<file path="src/rtl/audio_ctrl_pkg.sv">
// ============================================================================
// Module  : audio_ctrl_pkg
// Purpose : Shared types and constants for the audio record/playback controller.
// Rev     : 1.0  initial release
// ============================================================================
`default_nettype none

package audio_ctrl_pkg;

    localparam int c_ADDR_W = 20;
    localparam int c_DATA_W = 16;

    typedef enum logic [2:0] {
        ST_IDLE       = 3'd0,
        ST_REC        = 3'd1,
        ST_REC_PAUSE  = 3'd2,
        ST_PLAY       = 3'd3,
        ST_PLAY_PAUSE = 3'd4
    } state_e;

    // Playback address step indexed by the clamped speed code (1x, 2x, 4x, 8x)
    localparam logic [3:0][3:0] c_SPEED_STEP = {4'd8, 4'd4, 4'd2, 4'd1};

    function automatic logic [1:0] speed_idx(input logic [2:0] i_code);
        return (i_code > 3'd3) ? 2'd3 : i_code[1:0];
    endfunction

endpackage

`default_nettype wire

</file>
<file path="src/rtl/sram_access_seq.sv">
// ============================================================================
// Module  : sram_access_seq
// Purpose : SRAM host-side sequencer: multi-cycle write strobe and the
//           read / capture / deliver pipeline for playback samples.
// Rev     : 1.0  initial release
// ============================================================================
`default_nettype none

module sram_access_seq
    import audio_ctrl_pkg::*;
#(
    parameter int ADDR_W    = c_ADDR_W,
    parameter int DATA_W    = c_DATA_W,
    parameter int WR_CYCLES = 2
)(
    input  logic              clk,
    input  logic              reset,
    input  logic              i_wr_start,
    input  logic              i_rd_start,
    input  logic [ADDR_W-1:0] i_addr,
    input  logic [DATA_W-1:0] i_wdata,
    input  logic [DATA_W-1:0] i_sram_rdata,
    output logic              o_write_ram,
    output logic              o_read_ram,
    output logic [ADDR_W-1:0] o_addr,
    output logic [DATA_W-1:0] o_wdata,
    output logic [DATA_W-1:0] o_rd_data,
    output logic              o_rd_valid,
    output logic              o_busy,
    output logic              o_wr_done
);

    localparam int                 c_CNT_W    = (WR_CYCLES > 1) ? $clog2(WR_CYCLES) : 1;
    localparam logic [c_CNT_W-1:0] c_CNT_LOAD = c_CNT_W'(WR_CYCLES - 1);

    logic               r_write_ram;
    logic               r_read_ram;
    logic               r_rd_cap;
    logic               r_rd_valid;
    logic [c_CNT_W-1:0] r_wr_cnt;
    logic [ADDR_W-1:0]  r_addr;
    logic [DATA_W-1:0]  r_wdata;
    logic [DATA_W-1:0]  r_rd_data;

    always_ff @(posedge clk or posedge reset) begin
        if (reset) begin
            r_write_ram <= 1'b0;
            r_read_ram  <= 1'b0;
            r_rd_cap    <= 1'b0;
            r_rd_valid  <= 1'b0;
            r_wr_cnt    <= '0;
            r_addr      <= '0;
            r_wdata     <= '0;
            r_rd_data   <= '0;
        end else begin
            if (i_wr_start) begin
                r_write_ram <= 1'b1;
                r_wdata     <= i_wdata;
                r_wr_cnt    <= c_CNT_LOAD;
            end else if (r_write_ram) begin
                if (r_wr_cnt == '0) begin
                    r_write_ram <= 1'b0;
                end else begin
                    r_wr_cnt <= r_wr_cnt - 1'b1;
                end
            end

            if (i_wr_start || i_rd_start) begin
                r_addr <= i_addr;
            end

            // SRAM returns data the cycle after ReadRAM; capture it at the end of that cycle
            r_read_ram <= i_rd_start;
            r_rd_cap   <= r_read_ram;
            r_rd_valid <= r_rd_cap;
            if (r_rd_cap) begin
                r_rd_data <= i_sram_rdata;
            end
        end
    end

    assign o_write_ram = r_write_ram;
    assign o_read_ram  = r_read_ram;
    assign o_addr      = r_addr;
    assign o_wdata     = r_wdata;
    assign o_rd_data   = r_rd_data;
    assign o_rd_valid  = r_rd_valid;
    assign o_busy      = r_write_ram | r_read_ram | r_rd_cap;
    assign o_wr_done   = r_write_ram && (r_wr_cnt == '0);

endmodule

`default_nettype wire

</file>
<file path="src/rtl/audio_rec_ctrl.sv">
// ============================================================================
// Module  : audio_rec_ctrl
// Purpose : Record/playback controller in front of the SRAM host interface.
//           Optional variable playback speed when PLAY_SPEED_EN is defined.
// Rev     : 1.0  initial release
// ============================================================================
`default_nettype none

module audio_rec_ctrl
    import audio_ctrl_pkg::*;
#(
    parameter int                ADDR_W    = c_ADDR_W,
    parameter int                DATA_W    = c_DATA_W,
    parameter int                WR_CYCLES = 2,
    parameter logic [ADDR_W-1:0] MAX_ADDR  = {ADDR_W{1'b1}}
)(
    input  logic              clk,
    input  logic              reset,
    input  logic              i_rec,
    input  logic              i_play,
    input  logic              i_pause,
    input  logic              i_stop,
    input  logic              i_adc_valid,
    input  logic [DATA_W-1:0] i_adc_data,
    input  logic              i_dac_req,
    input  logic [DATA_W-1:0] i_sram_rdata,
`ifdef PLAY_SPEED_EN
    input  logic [2:0]        i_speed,
`endif
    output logic              o_write_ram,
    output logic              o_read_ram,
    output logic [ADDR_W-1:0] o_addr,
    output logic [DATA_W-1:0] o_wdata,
    output logic [DATA_W-1:0] o_dac_data,
    output logic              o_dac_valid,
    output logic [2:0]        o_state,
    output logic [ADDR_W-1:0] o_end_addr,
    output logic              o_done,
    output logic              o_overrun
);

    state_e            r_state, w_state_nxt;
    logic [ADDR_W-1:0] r_addr, w_addr_nxt;
    logic [ADDR_W-1:0] r_end_addr, w_end_nxt;
    logic              r_overrun, w_ovr_nxt;
    logic              r_done, w_done_nxt;
    logic              r_pend_stop, w_pstop_nxt;
    logic              r_pend_pause, w_ppause_nxt;
    logic              r_last, w_last_nxt;

    logic              w_wr_start;
    logic              w_rd_start;
    logic              w_busy;
    logic              w_wr_done;
    logic              w_rd_valid;

    logic              w_in_rec;
    logic              w_in_play;
    logic              w_finish;
    logic              w_stop_eff;
    logic              w_tog_eff;
    logic [ADDR_W:0]   w_addr_inc;
    logic [ADDR_W-1:0] w_end_sat;
    logic [ADDR_W:0]   w_step;
    logic [ADDR_W:0]   w_play_nxt;

`ifdef PLAY_SPEED_EN
    assign w_step = {{(ADDR_W-3){1'b0}}, c_SPEED_STEP[speed_idx(i_speed)]};
`else
    assign w_step = {{ADDR_W{1'b0}}, 1'b1};
`endif

    // Extra MSB keeps the length and playback-address arithmetic free of wrap-around
    assign w_addr_inc = {1'b0, r_addr} + {{ADDR_W{1'b0}}, 1'b1};
    assign w_end_sat  = w_addr_inc[ADDR_W] ? {ADDR_W{1'b1}} : w_addr_inc[ADDR_W-1:0];
    assign w_play_nxt = {1'b0, r_addr} + w_step;

    assign w_in_rec   = (r_state == ST_REC)  || (r_state == ST_REC_PAUSE);
    assign w_in_play  = (r_state == ST_PLAY) || (r_state == ST_PLAY_PAUSE);
    assign w_finish   = (w_in_rec && w_wr_done && (r_addr == MAX_ADDR)) ||
                        (w_in_play && w_rd_valid && r_last);
    assign w_stop_eff = i_stop | r_pend_stop;
    assign w_tog_eff  = ~i_stop & (i_pause ^ r_pend_pause);

    always_ff @(posedge clk or posedge reset) begin
        if (reset) begin
            r_state      <= ST_IDLE;
            r_addr       <= '0;
            r_end_addr   <= '0;
            r_overrun    <= 1'b0;
            r_done       <= 1'b0;
            r_pend_stop  <= 1'b0;
            r_pend_pause <= 1'b0;
            r_last       <= 1'b0;
        end else begin
            r_state      <= w_state_nxt;
            r_addr       <= w_addr_nxt;
            r_end_addr   <= w_end_nxt;
            r_overrun    <= w_ovr_nxt;
            r_done       <= w_done_nxt;
            r_pend_stop  <= w_pstop_nxt;
            r_pend_pause <= w_ppause_nxt;
            r_last       <= w_last_nxt;
        end
    end

    always_comb begin
        w_state_nxt  = r_state;
        w_addr_nxt   = r_addr;
        w_end_nxt    = r_end_addr;
        w_ovr_nxt    = r_overrun;
        w_done_nxt   = 1'b0;
        w_pstop_nxt  = r_pend_stop;
        w_ppause_nxt = r_pend_pause;
        w_last_nxt   = r_last;
        w_wr_start   = 1'b0;
        w_rd_start   = 1'b0;

        case (r_state)
            ST_IDLE: begin
                w_pstop_nxt  = 1'b0;
                w_ppause_nxt = 1'b0;
                if (!i_stop && !i_pause) begin
                    if (i_rec) begin
                        w_state_nxt = ST_REC;
                        w_addr_nxt  = '0;
                        w_end_nxt   = '0;
                        w_ovr_nxt   = 1'b0;
                    end else if (i_play && (r_end_addr != '0)) begin
                        w_state_nxt = ST_PLAY;
                        w_addr_nxt  = '0;
                        w_last_nxt  = 1'b0;
                    end
                end
            end

            default: begin
                if (w_in_rec && w_wr_done) begin
                    w_addr_nxt = w_addr_inc[ADDR_W-1:0];
                    w_end_nxt  = w_end_sat;
                end

                if (!w_in_rec && !w_in_play) begin
                    w_state_nxt = ST_IDLE;
                end else if (w_finish) begin
                    w_done_nxt   = 1'b1;
                    w_state_nxt  = ST_IDLE;
                    w_pstop_nxt  = 1'b0;
                    w_ppause_nxt = 1'b0;
                end else if (w_busy) begin
                    // Commands wait for the in-flight SRAM access; new samples are dropped
                    w_pstop_nxt  = r_pend_stop | i_stop;
                    w_ppause_nxt = r_pend_pause ^ (i_pause & ~i_stop);
                    if ((r_state == ST_REC) && i_adc_valid) begin
                        w_ovr_nxt = 1'b1;
                    end
                end else begin
                    w_pstop_nxt  = 1'b0;
                    w_ppause_nxt = 1'b0;
                    if (w_stop_eff) begin
                        w_state_nxt = ST_IDLE;
                    end else if (w_tog_eff) begin
                        case (r_state)
                            ST_REC:       w_state_nxt = ST_REC_PAUSE;
                            ST_REC_PAUSE: w_state_nxt = ST_REC;
                            ST_PLAY:      w_state_nxt = ST_PLAY_PAUSE;
                            default:      w_state_nxt = ST_PLAY;
                        endcase
                    end else if ((r_state == ST_REC) && i_adc_valid) begin
                        w_wr_start = 1'b1;
                    end else if ((r_state == ST_PLAY) && i_dac_req) begin
                        w_rd_start = 1'b1;
                        w_addr_nxt = w_play_nxt[ADDR_W-1:0];
                        w_last_nxt = (w_play_nxt >= {1'b0, r_end_addr});
                    end
                end
            end
        endcase
    end

    sram_access_seq #(
        .ADDR_W    (ADDR_W),
        .DATA_W    (DATA_W),
        .WR_CYCLES (WR_CYCLES)
    ) u_seq (
        .clk          (clk),
        .reset        (reset),
        .i_wr_start   (w_wr_start),
        .i_rd_start   (w_rd_start),
        .i_addr       (r_addr),
        .i_wdata      (i_adc_data),
        .i_sram_rdata (i_sram_rdata),
        .o_write_ram  (o_write_ram),
        .o_read_ram   (o_read_ram),
        .o_addr       (o_addr),
        .o_wdata      (o_wdata),
        .o_rd_data    (o_dac_data),
        .o_rd_valid   (w_rd_valid),
        .o_busy       (w_busy),
        .o_wr_done    (w_wr_done)
    );

    assign o_dac_valid = w_rd_valid;
    assign o_state     = r_state;
    assign o_end_addr  = r_end_addr;
    assign o_done      = r_done;
    assign o_overrun   = r_overrun;

endmodule

`default_nettype wire
</file>
<file path="config.mk">
export PLATFORM = sky130hd
export DESIGN_NAME = audio_rec_ctrl
export DESIGN_NICKNAME = d
export VERILOG_FILES = /design/src/rtl/audio_ctrl_pkg.sv /design/src/rtl/sram_access_seq.sv /design/src/rtl/audio_rec_ctrl.sv
export SDC_FILE = /design/constraint.sdc
export NUM_CORES = 1
export LEC_CHECK = 0
export ABC_AREA = 1
export ABC_CLOCK_PERIOD_IN_PS = 5800
export CELL_PAD_IN_SITES_DETAIL_PLACEMENT = 0
export CELL_PAD_IN_SITES_GLOBAL_PLACEMENT = 1
export CORE_MARGIN = 2
export CORE_UTILIZATION = 41
export CTS_CLUSTER_DIAMETER = 120
export DETAILED_ROUTE_END_ITERATION = 8
export PLACE_DENSITY = 0.85
export SLEW_MARGIN = 20
export SYNTH_ARGS = -nofsm -noshare
export SYNTH_HDL_FRONTEND = slang
export SYNTH_SLANG_ARGS = --single-unit
</file>
<file path="constraint.sdc">
create_clock -name clk -period 5.8 [get_ports clk]
set_input_delay 0.87 -clock clk [delete_from_list [all_inputs] [get_ports clk]]
set_output_delay 0.87 -clock clk [all_outputs]
set_load 0.01 [all_outputs]
</file>
==> out/metrics.cfg, run 1 <==
[job]
maxCapViolations=0

[floorplanning]
ios=120
start_util=0.415
die_height_um=119
num_rows=42
die_area_um2=14300
die_w_um=119
core_area_um2=13100

[timing]
period_minus_slack_ns=2.74
tightest_slew_ns=0.796
clock.fmax_mhz=365
rsz0062_at_grt=no
report.final.setup_viol=0
slew_headroom=0.469
hold_viol_final=0
fin_tns_setup_ns=0
slew_viol_final=0
finalCritPeriodShare=0.473
finClkSkew_ns=0.0108

[critical_path]
r2r_start=r_addr[0]
critPathLaunch=r_addr[0]
critPathLaunchType=register
worstPathArrival_ns=2.97
r2r_end=r_last
crit_path_end_kind=register
ff2ff_path_depth=19
crit_fanout=7
crit_end=r_last
cp.required_ns=6.03
crit_type=register to register
r2r_slack_ns=3.06

[worst_hold_path]
hold_class=register to register

[placement]
dpl-instance-area_um2=6760
dpl.hpwl_mm=9.87
place_congestion=0.870
port_buffers=119

[clocking]
cts_hold_buf=0
root_buffer=clkbuf_16
cts.repair.resized=0
cts_buffer_depth=2
tritoncts=yes
htreeDepth=3
cts.clk_slew.worst_paths_ns=0.07
postCtsSetupRepairBufs=0
cts.sinks=105
cts_buffers=9
clk_latency_ns=0.34

[power]
ir_worst_vdd_v=0.000158
p_leak_nw=3.50
p_total_mw=2.69
power.density_nw_per_um2=379

[synthesis]
synthesis.nets=680
synth.distinct_cells=39
synth.avg_cell_area_um2=8.82
ys_ff_latch=105
yosysWarnings=0
netlist_area_um2=5460
ys_seq_area_frac=0.481
syn_inst=619

[routing]
routed_wl_mm=13.5
first_pass_iters=5
avgViaCountPerCell=4.97
drt_iter0_drc=288
wl_per_cell_um=14.8
routed-via-count=4529
drc=0
antenna_left=0

[grt]
grt_pass1_wl_mm=22.6
grt_max_degree=60
grt_pass1_vias=4571
antenna_found_initial=0
grt.total_usage=0.197
overflow=0

[cells_and_area]
seqCellArea_um2=2630
fin_nets=791
postLayoutCellArea_um2=7090
syn_to_final_growth_pct=29.9
multiInputGateArea_um2=2450
layout-drive-gt1-share=0.0952
diodes=0
fill_cells=1230

[status]
status=completed

-- placed cells by master (no fill, tap or decap), types with 2 or more instances in the layout --
cell	netlist	final
mux2_2	28	28
dfrtp_1	105	105
inv_6	0	3
buf_4	2	2
nand2_4	4	4
nor2_4	3	3
nand2_2	3	3
nor2_1	41	41
bufinv_16	0	2
clkdlybuf4s50_1	0	119
inv_4	1	2
nand3_1	68	68
o21ai_0	49	49
mux2_1	4	4
nor2_2	2	2
nor3_1	3	3
nand4_1	8	8
ha_1	21	21
o21ai_1	10	10
nand3b_1	2	2
xor2_1	12	12
nand2_1	140	140
inv_1	59	58
inv_2	5	5
xnor2_1	5	5
a21oi_1	13	13
clkbuf_16	0	9
-- logic make-up (layout without fill, tap and decap cells) --
| logic type | after synthesis | in the layout | share of synthesized area |
|---|---|---|---|
| AO/OA/AOI/OAI | 79 | 79 | 0.0773 |
| XOR/XNOR | 17 | 17 | 0.0273 |
| adder cells (fa/ha/maj) | 21 | 21 | 0.0481 |
| buffers and inverters | 86 | 202 | 0.0688 |
| flip-flops | 105 | 105 | 0.481 |
| multiplexers | 32 | 32 | 0.0660 |
| AND/OR/NAND/NOR | 279 | 279 | 0.231 |
-- cells in the mapped netlist, drive strengths merged --
cell    count  area, µm²
dfrtp     105       2630
nand2     147        589
and3        1       6.26
a21oi      14       81.3
nor3        4       31.3
clkbuf      3       11.3
a211oi      1       7.51
o22ai       1       6.26
nand4       9       62.6
nand3b      2       15.0
nor2       46        200
mux2       32        360
nor4        1       6.26
o31ai       1       7.51
o21ai      60        304
ha         21        263
inv        65        246
xnor2       5       43.8
o211ai      1       7.51
xor2       12        105
nand3      69        350
o21bai      1       7.51
buf        18        118
-- per-layer routing --
| metal | up-vias | part of all wire | track usage |
|---|---|---|---|
| met5 | - | 0 | 0 |
| met2 | 131 | 0.46 | 0.310 |
| met4 | 0 | 0.0024 | 0.0507 |
| met1 | 2136 | 0.49 | 0.284 |
| met3 | 2 | 0.051 | 0.0311 |
| li1 | 2260 | - | - |
-- through the flow --
step,worst slack (ns),hold WS [ns],util,instances
final,3.06,0.400,0.540,911
after global routing,2.78,0.432,0.540,911
after CTS,3.04,0.406,0.540,911
after detailed placement,2.87,0.393,0.514,895
after global placement,3.00,0.385,0.514,895
after floorplan,2.17,0.349,-,619
-- worst max-delay path, cell delays in order, from the launching register on --
cell	delay (ns)
dfrtp_1	0.46
ha_1	0.22
nand2_1	0.10
nor2_4	0.16
nand2_4	0.11
nor2_4	0.14
nand2_1	0.09
xor2_1	0.20
inv_1	0.09
ha_1	0.32
nand2_1	0.07
inv_1	0.03
o21ai_0	0.13
nand2_1	0.07
a21oi_1	0.11
nor2_1	0.06
nor2_1	0.09
nand2_1	0.06
nand3_1	0.06
nand2_1	0.06
-- final cells by class --
cell class | count | area share
inverter | 65 | 0.0351
multi-input combinational | 428 | 0.346
tap | 176 | 0.0311
clock inverter | 7 | 0.0150
clock buffer | 9 | 0.0318
sequential | 105 | 0.371
timing repair buffer | 121 | 0.170
-- registers in the layout (all words and copies together) (netlist names) --
register / count
r_addr: 20
r_pend_pause: 1
o_end_addr: 20
o_done: 1
u_seq.o_wdata: 16
u_seq.o_read_ram: 1
u_seq.r_wr_cnt: 1
u_seq.o_rd_valid: 1
u_seq.o_write_ram: 1
u_seq.r_rd_cap: 1
u_seq.o_rd_data: 16
u_seq.o_addr: 20
r_pend_stop: 1
o_overrun: 1
r_last: 1
o_state: 3
-- how the worst min path moves through the flow --
stage | startpoint | to | slack (ns) | cells after the start
finish | u_seq.o_read_ram | u_seq.r_rd_cap | 0.40 | 0
CTS | u_seq.o_read_ram | u_seq.r_rd_cap | 0.41 | 0
global route | u_seq.o_read_ram | u_seq.r_rd_cap | 0.43 | 0
floorplan | u_seq.r_rd_cap | u_seq.o_rd_valid | 0.35 | 0
detailed placement | u_seq.o_read_ram | u_seq.r_rd_cap | 0.39 | 0
global placement | u_seq.o_read_ram | u_seq.r_rd_cap | 0.39 | 0
-- where the power goes --
part	leakage (nW)	switching, mW	total (mW)	internal, mW
sequential	1.41	0.109	1.01	0.900
clock	0.163	0.283	0.670	0.387
combinational	1.93	0.519	1.01	0.488
total	3.50	0.911	2.69	1.77
No activity file was read; power rests on OpenSTA's default activity.
==> run 2, diff against run 1 <==
Settings changed: ABC_CLOCK_PERIOD_IN_PS 5800 to 2300, CORE_UTILIZATION 41 to 34, PLACE_DENSITY 0.85 to 0.75.
Clock period 5.8 ns to 2.3 ns, I/O delays scaled along.
==> out/metrics.cfg, run 2 (synthesis gave the netlist of run 1 again) <==
[cells_and_area]
diodes=0
finish.utilization=0.489
layout_commonest_cell=nand2_1
fin_nets=855
fill_cells=1519
fin_cells=1015
layout-drive-gt1-share=0.185
syn_to_final_growth_pct=41.2
postLayoutCellArea_um2=7710
multiInputGateArea_um2=2560
layout_common_cells=nand2_1, clkdlybuf4s50_1, dfrtp_1
seqCellArea_um2=2630

[timing]
clock.fmax_mhz=409
layout_setup_ws_ns=-0.144
rsz0062_at_grt=yes
finClkSkew_ns=0.0117
fin_tns_setup_ns=-0.144
slew_viol_final=0
slew_headroom=0.683
hold_viol_final=0
hold-worst-slack_ns=0.409
report.final.setup_viol=1
tightest_slew_ns=0.476
finalCritPeriodShare=1.06
period_minus_slack_ns=2.44

[power]
ir_worst_vdd_v=0.000348
p_leak_nw=3.83
power.density_nw_per_um2=878
p_total_mw=6.76

[clocking]
cts.clk_slew.worst_paths_ns=0.08
cts_buffers=9
cts_buffer_depth=2
cts.sinks=105
tritoncts=yes
htreeDepth=3
cts_hold_buf=0
clk_latency_ns=0.36
root_buffer=clkbuf_16

[worst_hold_path]
hold_class=register to register
min_from=u_seq.o_read_ram

[placement]
dpl.hpwl_mm=10.8
place_ws_ns=-0.153
place_congestion=0.886
dpl-instance-area_um2=7260
port_buffers=119
dp.cells=988

[floorplanning]
die_w_um=131
die_area_um2=17100
num_rows=46
start_util=0.346
core_area_um2=15800
die_height_um=131
ios=120

[critical_path]
worstPathArrival_ns=2.69
r2r_end=r_last
r2r_start=r_addr[0]
r2r_slack_ns=-0.14
crit_end=r_last
crit_slowest_cell=dfrtp_1
slowest_delay_ns=0.41
crit_path_end_kind=register
critPathLaunchType=register
crit_fanout=4
cp.required_ns=2.55
cp_common_cell=nand2_1
critPathLaunch=r_addr[0]
crit_chain=ha_2 > nand2_2 > nor2_4 > nand2_4 > nor2_4 > nand2_2 > xor2_2 > inv_2 > ha_4 > nand2_1 > inv_1 > o21ai_1 > nand2_1 > a21oi_1 > nor2_1 > nor2_1 > nand2_1 > nand3_1 > nand2_1
ff2ff_path_depth=19
crit_type=register to register

[routing]
routed_wl_mm=14.9
antenna_left=0
drt_iter0_drc=224
wl_per_cell_um=14.7
avgViaCountPerCell=4.74
first_pass_iters=4
drc=0
routed-via-count=4810

[status]
status=finished, violations left
violations=setup timing

[grt]
use_met2=0.268
global_route.usage.met3=0.0236
grt_max_degree=86
grt.total_usage=0.175
grtUsageMet1=0.253
overflow=0
antenna_found_initial=0
top_usage_layer=met2
grt_pass1_wl_mm=23.5
grt_pass1_vias=4710

[job]
maxCapViolations=0

==> run 2: cell count changes in the layout (fill, tap and decap cells not counted), moves of 3 or more <==
cell	change
buf_12	+3
buf_4	+60
clkinvlp_4	+3
nor2_1	-3
nor2_2	+3
xor2_1	-4
xor2_2	+4
==> run 2: layout make-up <==
type / instances / share of cell area
clock buffers: 11 / 0.0315
well taps: 216 / 0.0351
inverters: 65 / 0.0325
multi-input cells: 429 / 0.332
flip-flops and latches: 105 / 0.341
repair buffers: 184 / 0.223
clock inverters: 5 / 0.00487
==> run 2: report_power, final <==
group | leakage [nW] | total (mW) | switching (mW) | internal, mW
clock | 0.133 | 1.49 | 0.717 | 0.771
combinational | 2.29 | 2.75 | 1.36 | 1.38
sequential | 1.41 | 2.53 | 0.258 | 2.27
==> run 2: how the worst min path moves through the flow <==
stage	slack, ns	to	cells past startpoint
2_1_floorplan	0.35	u_seq.o_rd_valid	0
3_3_place_gp	0.39	u_seq.r_rd_cap	0
3_5_place_dp	0.40	u_seq.r_rd_cap	0
4_1_cts	0.41	u_seq.r_rd_cap	0
5_1_grt	0.42	u_seq.r_rd_cap	0
6_report	0.41	u_seq.r_rd_cap	0
==> run 2: per-layer routing <==
metal | wire length, µm | vias up | part of all wire
li1 | - | 2391 | -
met1 | 7110 | 2232 | 0.48
met2 | 6510 | 168 | 0.44
met3 | 994 | 19 | 0.067
met4 | 266 | 0 | 0.018
met5 | 0 | - | 0
==> run 2: repair_timing <==
| item | in CTS | in global routing |
|---|---|---|
| cloned | 0 | 1 |
| pin swaps | 3 | 5 |
| setup buffers | 7 | 3 |
| endpoints found under the setup margin | 1 | 21 |
| gates resized for setup | 1 | 13 |
==> run 2: worst max-delay path: cells and delay by family, from the launching register on <==
kind	cells	cell delay (ns)
and+or+nand+nor	12	1.01
adders and majority gates	2	0.43
DFF	1	0.41
AOI/OAI and AO/OA	2	0.21
xor gates and xnor gates	1	0.17
buffers and inverters	2	0.11
==> run 3, diff against run 2 <==
Settings changed: CTS_CLUSTER_SIZE set to 12.
==> results of run 3 <==
Final layout, timing and power as in run 2 (identical DEF).
